--- config.mk ---
export PLATFORM = sky130hd
export DESIGN_NAME = dmem_wt_cache
export DESIGN_NICKNAME = d
export VERILOG_FILES = /design/src/rtl/dmem_wt_cache.sv
export SDC_FILE = /design/constraint.sdc
export NUM_CORES = 1
export LEC_CHECK = 0
export ABC_AREA = 1
export BUFFER_PORTS_ARGS = -buffer_cell sky130_fd_sc_hd__buf_2
export CELL_PAD_IN_SITES_DETAIL_PLACEMENT = 0
export CELL_PAD_IN_SITES_GLOBAL_PLACEMENT = 1
export CORE_MARGIN = 2
export CORE_UTILIZATION = 45
export CTS_CLUSTER_SIZE = 12
export DETAILED_ROUTE_END_ITERATION = 10
export PLACE_DENSITY = 0.72
export SYNTH_ARGS = -nofsm -noshare
export SYNTH_HDL_FRONTEND = slang
export SYNTH_SLANG_ARGS = --single-unit
export TNS_END_PERCENT = 5
--- constraint.sdc ---
create_clock -name clk -period 3.2 [get_ports clk]
set_input_delay 0 -clock clk [delete_from_list [all_inputs] [get_ports clk]]
set_output_delay 0 -clock clk [all_outputs]
set_load 0.01 [all_outputs]
--- src/rtl/dmem_wt_cache.sv ---
// Direct-mapped, write-through, no-write-allocate data cache between the MEM stage
// and the physical-memory port. One 32-bit word per line, valid bits in flops, tag/data in RAM.
module dmem_wt_cache #(
   parameter int SETS = 16
) (
   input  logic        clk,
   input  logic        rst,
   input  logic [31:0] dmem_address,
   input  logic        dmem_read,
   input  logic        dmem_write,
   input  logic [3:0]  mem_byte_enable,
   input  logic [31:0] dmem_wdata,
   output logic [31:0] dmem_rdata,
   output logic        dmem_resp,
   output logic [31:0] pmem_address,
   output logic        pmem_read,
   output logic        pmem_write,
   output logic [3:0]  pmem_byte_enable,
   output logic [31:0] pmem_wdata,
   input  logic [31:0] pmem_rdata,
   input  logic        pmem_resp
);

   localparam int IDX   = $clog2(SETS);
   localparam int TAG_W = 30 - IDX;

   typedef enum logic [2:0] {
      S_IDLE,
      S_LOOKUP,
      S_FETCH,
      S_WRITE,
      S_DONE
   } state_t;

   state_t            state_reg;
   logic [SETS-1:0]   valid_reg;
   logic              hit_reg;
   logic [31:0]       fill_word_reg;

   logic [31:0]       data_mem [SETS];
   logic [TAG_W-1:0]  tag_mem  [SETS];
   logic [31:0]       data_q;
   logic [TAG_W-1:0]  tag_q;

   logic [IDX-1:0]    idx;
   logic [TAG_W-1:0]  addr_tag;
   logic              is_read;
   logic              is_write;
   logic              hit;
   logic              fill_we;
   logic              merge_we;
   logic [31:0]       merged_word;
   logic              unused_addr_bits;

   assign idx              = dmem_address[2 +: IDX];
   assign addr_tag         = dmem_address[31 -: TAG_W];
   assign unused_addr_bits = ^dmem_address[1:0];

   // A simultaneous read+write is handled as a write.
   assign is_write = dmem_write;
   assign is_read  = dmem_read & ~dmem_write;

   // tag_q/data_q are the registered RAM read taken in IDLE; the request is held stable after that.
   assign hit      = valid_reg[idx] && (tag_q == addr_tag);
   assign fill_we  = ~rst && (state_reg == S_FETCH) && pmem_resp;
   assign merge_we = ~rst && (state_reg == S_WRITE) && pmem_resp && hit_reg;

   genvar gi;
   generate
      for (gi = 0; gi < 4; gi++) begin : g_lane
         assign merged_word[8*gi +: 8] = mem_byte_enable[gi] ? dmem_wdata[8*gi +: 8]
                                                             : data_q[8*gi +: 8];
      end
   endgenerate

   always_ff @(posedge clk) begin
      if (fill_we) begin
         data_mem[idx] <= pmem_rdata;
         tag_mem[idx]  <= addr_tag;
      end else if (merge_we) begin
         data_mem[idx] <= merged_word;
      end
      if (state_reg == S_IDLE) begin
         data_q <= data_mem[idx];
         tag_q  <= tag_mem[idx];
      end
   end

   always_ff @(posedge clk) begin
      if (rst) begin
         state_reg     <= S_IDLE;
         valid_reg     <= '0;
         hit_reg       <= 1'b0;
         fill_word_reg <= '0;
      end else begin
         case (state_reg)
            S_IDLE: begin
               if (dmem_read || dmem_write) state_reg <= S_LOOKUP;
            end
            S_LOOKUP: begin
               hit_reg <= hit;
               if (is_write)     state_reg <= S_WRITE;
               else if (!is_read) state_reg <= S_IDLE;
               else if (hit)     state_reg <= S_IDLE;
               else              state_reg <= S_FETCH;
            end
            S_FETCH: begin
               if (pmem_resp) begin
                  valid_reg[idx] <= 1'b1;
                  fill_word_reg  <= pmem_rdata;
                  state_reg      <= S_DONE;
               end
            end
            S_WRITE: begin
               if (pmem_resp) state_reg <= S_DONE;
            end
            S_DONE:  state_reg <= S_IDLE;
            default: state_reg <= S_IDLE;
         endcase
      end
   end

   // Outputs decode the state register; idle values are all zero.
   always_comb begin
      dmem_resp        = 1'b0;
      dmem_rdata       = '0;
      pmem_read        = 1'b0;
      pmem_write       = 1'b0;
      pmem_address     = '0;
      pmem_byte_enable = '0;
      pmem_wdata       = '0;
      case (state_reg)
         S_LOOKUP: begin
            if (is_read && hit) begin
               dmem_resp  = 1'b1;
               dmem_rdata = data_q;
            end
         end
         S_FETCH: begin
            pmem_read    = 1'b1;
            pmem_address = {dmem_address[31:2], 2'b00};
         end
         S_WRITE: begin
            pmem_write       = 1'b1;
            pmem_address     = {dmem_address[31:2], 2'b00};
            pmem_byte_enable = mem_byte_enable;
            pmem_wdata       = dmem_wdata;
         end
         S_DONE: begin
            dmem_resp = 1'b1;
            if (is_read) dmem_rdata = fill_word_reg;
         end
         default: ;
      endcase
   end

endmodule

==> results list, run 1 <==
* Run status: complete, no violations
- The tightest min-delay check is of the input port to register type.
* Cell variety after synth: 29
* Signed area change from the synthesized netlist to the final layout: 17.4%
- The synthesized design devotes to its leading area cell type roughly 73% of total area.
- Ranked by flip-flop count, first place goes to data_mem.
- Data arrives at the worst endpoint at 2970 ps.
- Post-route clock period utilization: between 90% and 100%
- Measured against its own limit, the worst slew margin works out to 25.7%.
- Maximum number of pins on one net before global-route repair: 129
* Total wire length: 110 mm
- The longest clock path from root to sink contains 3 buffers.
- In this run the power density over the cells is roughly 600 nW/µm².
- Largest registers: data_mem (512), tag_mem (416)
- Once the floorplan was initialized, standard cells occupied a little under half of the core.
- Number of buffers added on ports: between 200 and 250
- Die outline height: 304 µm
- Largest voltage drop on the vdd net: between 0.4 and 0.5 mV
* Post-route cell area: 47400 µm²
- Number of global-route vias before repair: approximately 25000
- The first routing iteration left roughly 2500 violations.
- Source of the worst hold timing path: mem_byte_enable[0]
- Area of the mapped netlist: between 40000 and 50000 µm²
- Area of the die: 92100 µm²
- Pin placement for this block handled 208 I/O pins.
* Minimum clock period: 2970 ps
- STA puts the critical path data required time at 3200 ps.
* Post-synthesis area per instance: roughly 14 µm²
* Most common cell after layout, fill and taps aside: edfxtp_1
- The initial antenna violation count was 6.
- Overall power consumption: 28.6 mW
- Synthesis inferred between 1000 and 1500 register bits.
- Setup violations remaining at the end of the flow were counted as 0.
* Kind of end point of the critical path: output port
- In the final layout, the share of cells above drive strength 1 is between 10 and 15%.
- Once the clock tree was built, the resizer swapped 0 gates to a different size.
- Row cnt: 109
- In the post-synthesis netlist, the biggest area contributors are edfxtp_1 73%, a22oi_1 8.6%, nand2_1 6.9%.
- Global routing used 23.7% of the available tracks across all layers.
- Max-cap violations: 0
- The library cells used most frequently in the layout, excluding fill and tap cells, are 986 x edfxtp_1, 740 x nand2_1, 465 x a22oi_1.
- Launching element type of the critical path: register
- Post-DP HPWL: roughly 57 mm
* Final #Nets: 3388
* Number of slew-limit violations in the final report: 0
- The floorplan step defined a core boundary enclosing 88600 µm².
* Reg-to-Reg Start: state_reg[1]
* Post-Place Cell Area: about 43000 µm²
- In the final routed layout, each cell accounts on average for 24.5 µm.
- The first TritonRoute pass finished after 5 iterations.
- Clock edge transition at the registers on the reported setup and hold paths: 60 ps
- The number of hold-slack violations in the final timing report is 0.
- TritonCTS clock tree: yes
* First-pass GRT wire length: around 160 mm
- Number of cells produced by synthesis: 2961
* Fmax: 0.337 GHz
- Placer's final routability congestion estimate: roughly 0.8
- In this run the worst path has a maximum fanout of 33.
- Worst setup path category: register to output port
- The H-tree was split into 3 levels.
- The tree built by TritonCTS fans out to 1038 sinks.
- Total grt overflow: 0
* DIE WIDTH: 304 µm
- For the worst-skew pair, the clock arrives at the later sink with an insertion delay of between 600 and 700 ps.
* Final total negative setup slack: 0 ps
* Count of warnings emitted by yosys: 0
- Seq/Total Area, Yosys: 75.9%
- RSZ-0062 raised after global routing: false
- Via Count: 25617
- Final cell utilization of the core: 53.5%
- Worst R2R End: data_mem[5][11]
- Buffers inserted during clock tree synthesis total 105.
- At the pin with the least slew margin, the transition time is 1110 ps.
* Leading area contributor after synthesis: edfxtp_1
- In this run, post-CTS hold repair placed 93 buffers.
* DRC violation count after routing: 0
* Worst reg2reg setup slack: 760 ps
- The worst hold path was traced through 4 stages.
- Once detail routing completed, the nets flagged for antenna violations numbered 0.
- The register with the most flip-flops in the layout has 512 of them.
* Post CTS Setup Buffer Count: 0
- Endpoint of the worst hold-timing path: data_mem[15][7]
- Final setup skew: approximately 22 ps
- In this run the clock root is driven by a clkbuf_16.
- Dividing the detail-routed via count by the number of cells gives 5.67.
* Standby leakage power: 16.9 nW
* Cells on worst reg2reg path: 9
## area by class of cell
cell class / instances / area (µm²)
inverters: 158 / 604
multi-input cells: 1593 / 8670
diodes: 1 / 2.50
repair buffers: 387 / 2960
clock buffers: 138 / 2840
clock inverters: 35 / 219
fillers: 7314 / 41300
flip-flops and latches: 1038 / 30600
well taps: 1165 / 1460
## through the flow
step	setup slack, ps	hold WS [ps]	instances
after floorplan	214	87.1	2962
after CTS	177	10.9	4514
final	230	43.5	4515
after detailed placement	710	276	4248
after global placement	856	273	4248
after global routing	4.02	62.4	4514
## worst max path at each step
| stage | start | to | slack (ps) | cells after the start |
|---|---|---|---|---|
| after floorplan | state_reg[1] | data_mem[10][0] | 210 | 9 |
| after global placement | state_reg[1] | data_mem[10][11] | 860 | 9 |
| after detailed placement | pmem_resp | data_mem[2][13] | 710 | 8 |
| after CTS | tag_q[21] | dmem_rdata[2] | 180 | 11 |
| after global routing | tag_q[21] | dmem_rdata[2] | 4 | 11 |
| final | tag_q[21] | dmem_rdata[29] | 230 | 11 |
## cells by family after synthesis
group | Yosys count | synth area share (%)
AND/OR/NAND/NOR | 1001 | 9.77
XOR/XNOR | 7 | 0.152
flip-flops | 1038 | 75.9
other | 1 | 0.00929
AO/OA/AOI/OAI | 583 | 10.8
buffers and inverters | 331 | 3.37
## per-layer routing
layer  GRT usage, %  vias up  part of all wire, %
met1           31.7    12797                   41
met2           40.0     1094                   49
met4           6.45       10                  2.4
met5              0        -                0.062
met3           4.29      178                  7.7
li1               -    11538                    -
## critical path: stages (launching register included)
cell	delay, ps
edfxtp_1	380
nand2_1	80
nand2_1	100
nor2_1	140
nand2_1	60
nor2_1	210
nand2_1	90
nor2_1	400
nand4_4	120
buf_4	320
o21bai_1	230
buf_2	160
## power breakdown
group | switching (mW) | total [mW] | internal (mW)
Combinational | 1.47 | 2.09 | 0.620
Sequential | 0.198 | 15.4 | 15.2
Clock | 4.84 | 11.1 | 6.31
## cell usage after synthesis, drive strengths merged
cell / number
edfxtp: 986
conb: 1
nand2: 741
inv: 153
nor3: 3
nor2: 195
o31ai: 1
buf: 76
clkinv: 5
nand3: 3
xnor2: 7
a21oi: 29
a211oi: 7
clkbuf: 97
o21bai: 33
a31oi: 32
nand4: 59
o22ai: 16
dfxtp: 52
a22oi: 465
Note: power is estimated with default switching activity, not from simulation.
==> inputs of run 2 (changes only) <==
--- a/config.mk
+++ b/config.mk
@@ -14,6 +14,7 @@
 export CTS_CLUSTER_SIZE = 12
 export DETAILED_ROUTE_END_ITERATION = 10
 export PLACE_DENSITY = 0.72
+export SETUP_SLACK_MARGIN = 0.5
 export SYNTH_ARGS = -nofsm -noshare
 export SYNTH_HDL_FRONTEND = slang
 export SYNTH_SLANG_ARGS = --single-unit
==> run 2 against run 1 <==
Die area did not move. Clock power hardly changed. Cell count about the same. First-iteration DRC count is 1.5% higher. Flip-flop and latch count did not move. Non-clock buffer count grew 4. Register-to-register slack barely moved. Clock skew down 3.1 ps. Sequential power hardly changed. Cell area up 0.36%. Core utilization up 0.19 points. Hold slack worse by 26 ps. Critical path type unchanged. Largest cell class unchanged.
==> results list, run 2 (synthesized netlist as in run 1, its figures left out) <==
- The run finished with clean final reports.
- The initial DRC count is 2540 (+1.5%).
- First-pass GRT wire length: 160 mm (about the same)
- The library cell used most frequently in the layout, excluding fill and tap cells, is edfxtp_1.
* Area of the die: 92100 µm² (unchanged)
* Placer's final routability congestion estimate: 0.788 (unchanged)
- In this run the worst hold path is classified as input port to register.
- Number of slew-limit violations in the final report: 0 (unchanged)
- The placed cell area came to 43400 µm² (unchanged).
* P_sw: 6.54 mW (+0.46%)
* Signed area change from the synthesized netlist to the final layout: 17.8%
* Row cnt: 109 (unchanged)
- The critical path is of the register to output port type.
* Number of buffers added on ports: 203 (unchanged)
- The net total in the final layout is 3392 (+0.12%).
- In this run the clock root is driven by a clkbuf_16.
- The initial antenna violation count is 6 (unchanged).
* Length of the first detailed-routing pass in iterations: 8 (+3)
* Fraction of final layout cells sized beyond drive strength 1: 15.5% (+0.58 points)
- DIE WIDTH: 304 µm (unchanged)
- The worst hold path begins at dmem_wdata[11].
* DRC violation count after routing: 0 (unchanged)
* Reg with most FFs: data_mem
* Filler Cells Inserted: 7294 (-0.27%)
- The transition at the pin with the smallest max-transition slack came to 1090 ps (-15.4 ps).
* CORE AREA: 88600 µm² (unchanged)
- The fraction of power spent switching nets came to 22.8% (+0.076 points).
- The total routed wirelength was 111 mm (+0.51%).
- The clock tree skew after final layout came to 18.7 ps (-3.11 ps).
- The per-cell routed wire length came to 24.6 µm (+0.42%).
- Largest registers: data_mem (512), tag_mem (416)
- The height of the die was 304 µm (unchanged).
- The clock latency on the worst-skew pair came to 660 ps (about the same).
- The cell area after layout was 47600 µm² (+0.36%).
- The part of the power in registers came to 53.7% (about the same).
- The longest individual stage delay on the worst path came to 380 ps (-20 ps).
- Commonest cells after routing, fill and taps aside: 986 x edfxtp_1, 734 x nand2_1, 465 x a22oi_1
* Via Count: 25677 (+0.23%)
- The largest net degree at the start of global routing is 129 (unchanged).
- The worst setup path is launched from a register.
- Number of global-route vias before repair: 25264 (+0.016%)
- Final cell utilization of the core: 53.7% (+0.19 points)
- Reg-to-Reg Start: state_reg[1]
- The number of buffers inserted during clock tree synthesis was 105 (unchanged).
* Initial Utilization: 45.5% (unchanged)
* Endpoint of the worst hold-timing path: data_mem[3][11]
* Number of flip-flops under the largest register name: 512 (unchanged)
- The number of cells on the worst reg-to-reg path came to 9 (unchanged).
* Hold path depth: 3 (-1)
- The level count of the clock H-tree was 3 (unchanged).
* Clock net sink count: 1038 (unchanged)
- The cell-internal power came to 22.1 mW (about the same).
* Clock edge transition at the registers on the reported setup and hold paths: 60 ps (about the same)
- The final count of negative-setup-slack endpoints was 0 (unchanged).
- The arrival time at the worst endpoint is 2590 ps (-380 ps).
* Standby leakage power: 17.0 nW (+0.40%)
- The worst setup path is captured at an output port.
- The placed cell count is 4248 (unchanged).
- Final total negative setup slack: 0 ps (unchanged)
- Total grt overflow: 0 (unchanged)
- Largest voltage drop on the vdd net: 0.494 mV (+1.0%)
- Ordered list of cells on the worst path: nand2_1 -> nand2_1 -> nor2_2 -> nand2_2 -> nor2_4 -> nand2_2 -> nor2_4 -> nand4_4 -> buf_12 -> buf_12 -> o21bai_2 -> buf_2
* Global Route Usage Sum: 23.7% (about the same)
* Minimum clock period: 2590 ps (-376 ps)
- Cell with the biggest individual delay on the critical path: edfxtp_1
- TritonCTS clock tree: yes
* Crit path max-delay family: simple AND/OR/NAND/NOR gates
* Combinational Power Share: 7.4% (about the same)
- Worst R2R End: data_mem[9][13]
- The maximum fanout count along the critical path is 9 (-73%).
- Post-DP HPWL: 56.7 mm (unchanged)
* Vias per inst: 5.68 (+0.15%)
- Filler-free cell count of the finished design: 4519 (+0.089%)
- The power density relative to cell area came to 603 nW/µm² (-0.24%).
- The maximum clock frequency is 0.386 GHz (+14%).
- The combined buffer and inverter count along the critical path is 3 (+1).
* Ports: 208 (unchanged)
- Routed Antenna Nets: 0 (unchanged)
- Slew Limit Headroom: 26.7% (+1.0 points)
- Required @ worst endpoint: 3200 ps (about the same)
- The fraction of the cycle the final worst path needs was 81.0% (-12 points).
- The max-cap check violation count was 0 (unchanged).
- The worst setup slack for register-to-register paths came to 750 ps (about the same).
- The share of total power in the clock network came to 38.9% (about the same).
* Maximum number of buffers from clock root to sink: 3 (unchanged)
* Final hold viol count: 0 (unchanged)
- Setup repair after global routing could not meet its margin everywhere.
-- run 2: cell count changes in the layout (fill, tap and decap cells not counted), moves of 2 or more --
cell	delta
nor2_1	-6
clkbuf_16	+2
o21bai_1	-2
nand2_2	+6
buf_12	+2
o21bai_4	+2
nor2_2	+3
nand2_1	-6
nor2_4	+3
-- run 2: worst min-delay path, cell delays in order --
cell and delay (ps):
buf_2 110, nand2_1 90, a31oi_2 270
-- run 2: worst max-delay path by stage --
stage,end,cells after the start,start
floorplan,data_mem[10][0],9,state_reg[1]
global placement,data_mem[10][11],9,state_reg[1]
detailed placement,data_mem[2][13],8,pmem_resp
CTS,dmem_rdata[2],11,tag_q[21]
global route,dmem_rdata[26],10,tag_q[1]
finish,dmem_rdata[7],12,tag_q[7]
-- run 2: power by group through the flow --
stage               registers, mW  clock network, mW  logic [mW]
floorplan                    15.6                  0        1.13
global placement             15.7                  0        1.96
detailed placement           15.7                  0        1.99
CTS                          15.4               11.4        2.10
global route                 15.4               11.8        2.31
finish                       15.4               11.2        2.12
-- run 2: per-layer routing --
metal	GRT usage [%]	vias up	routed length, µm
met5	0	-	68
li1	-	11552	-
met2	40.0	1132	54100
met4	6.45	10	2770
met3	4.29	183	9040
met1	31.7	12800	45000
-- run 2: final cells by class --
type | count | area [µm²] | area share (%)
diodes | 1 | 2.50 | 0.00526
clock buffers | 138 | 2840 | 5.96
clock inverters | 35 | 219 | 0.460
inverters | 158 | 604 | 1.27
multi-input cells | 1593 | 8740 | 18.4
flip-flops and latches | 1038 | 30600 | 64.4
well taps | 1165 | 1460 | 3.06
repair buffers | 391 | 3050 | 6.41
-- run 2: repair_timing --
action / 4_1_cts / 5_1_grt
cloned: 0 / 3
endpoints found under the hold margin: 965 / 0
setup endpoints to repair: 33 / 64
pin swaps: 0 / 6
resized for setup: 4 / 19
hold buffers: 93 / 0
setup buffers: 0 / 1
-- run 2: per-stage QoR --
stage / hold slack (ps) / setup slack [ps] / power (mW)
final: 17.7 / 606 / 28.7
after CTS: 10.9 / 520 / 28.9
after detailed placement: 276 / 710 / 17.7
after global routing: 62.4 / 471 / 29.6
after floorplan: 87.1 / 214 / 16.7
after global placement: 273 / 856 / 17.6
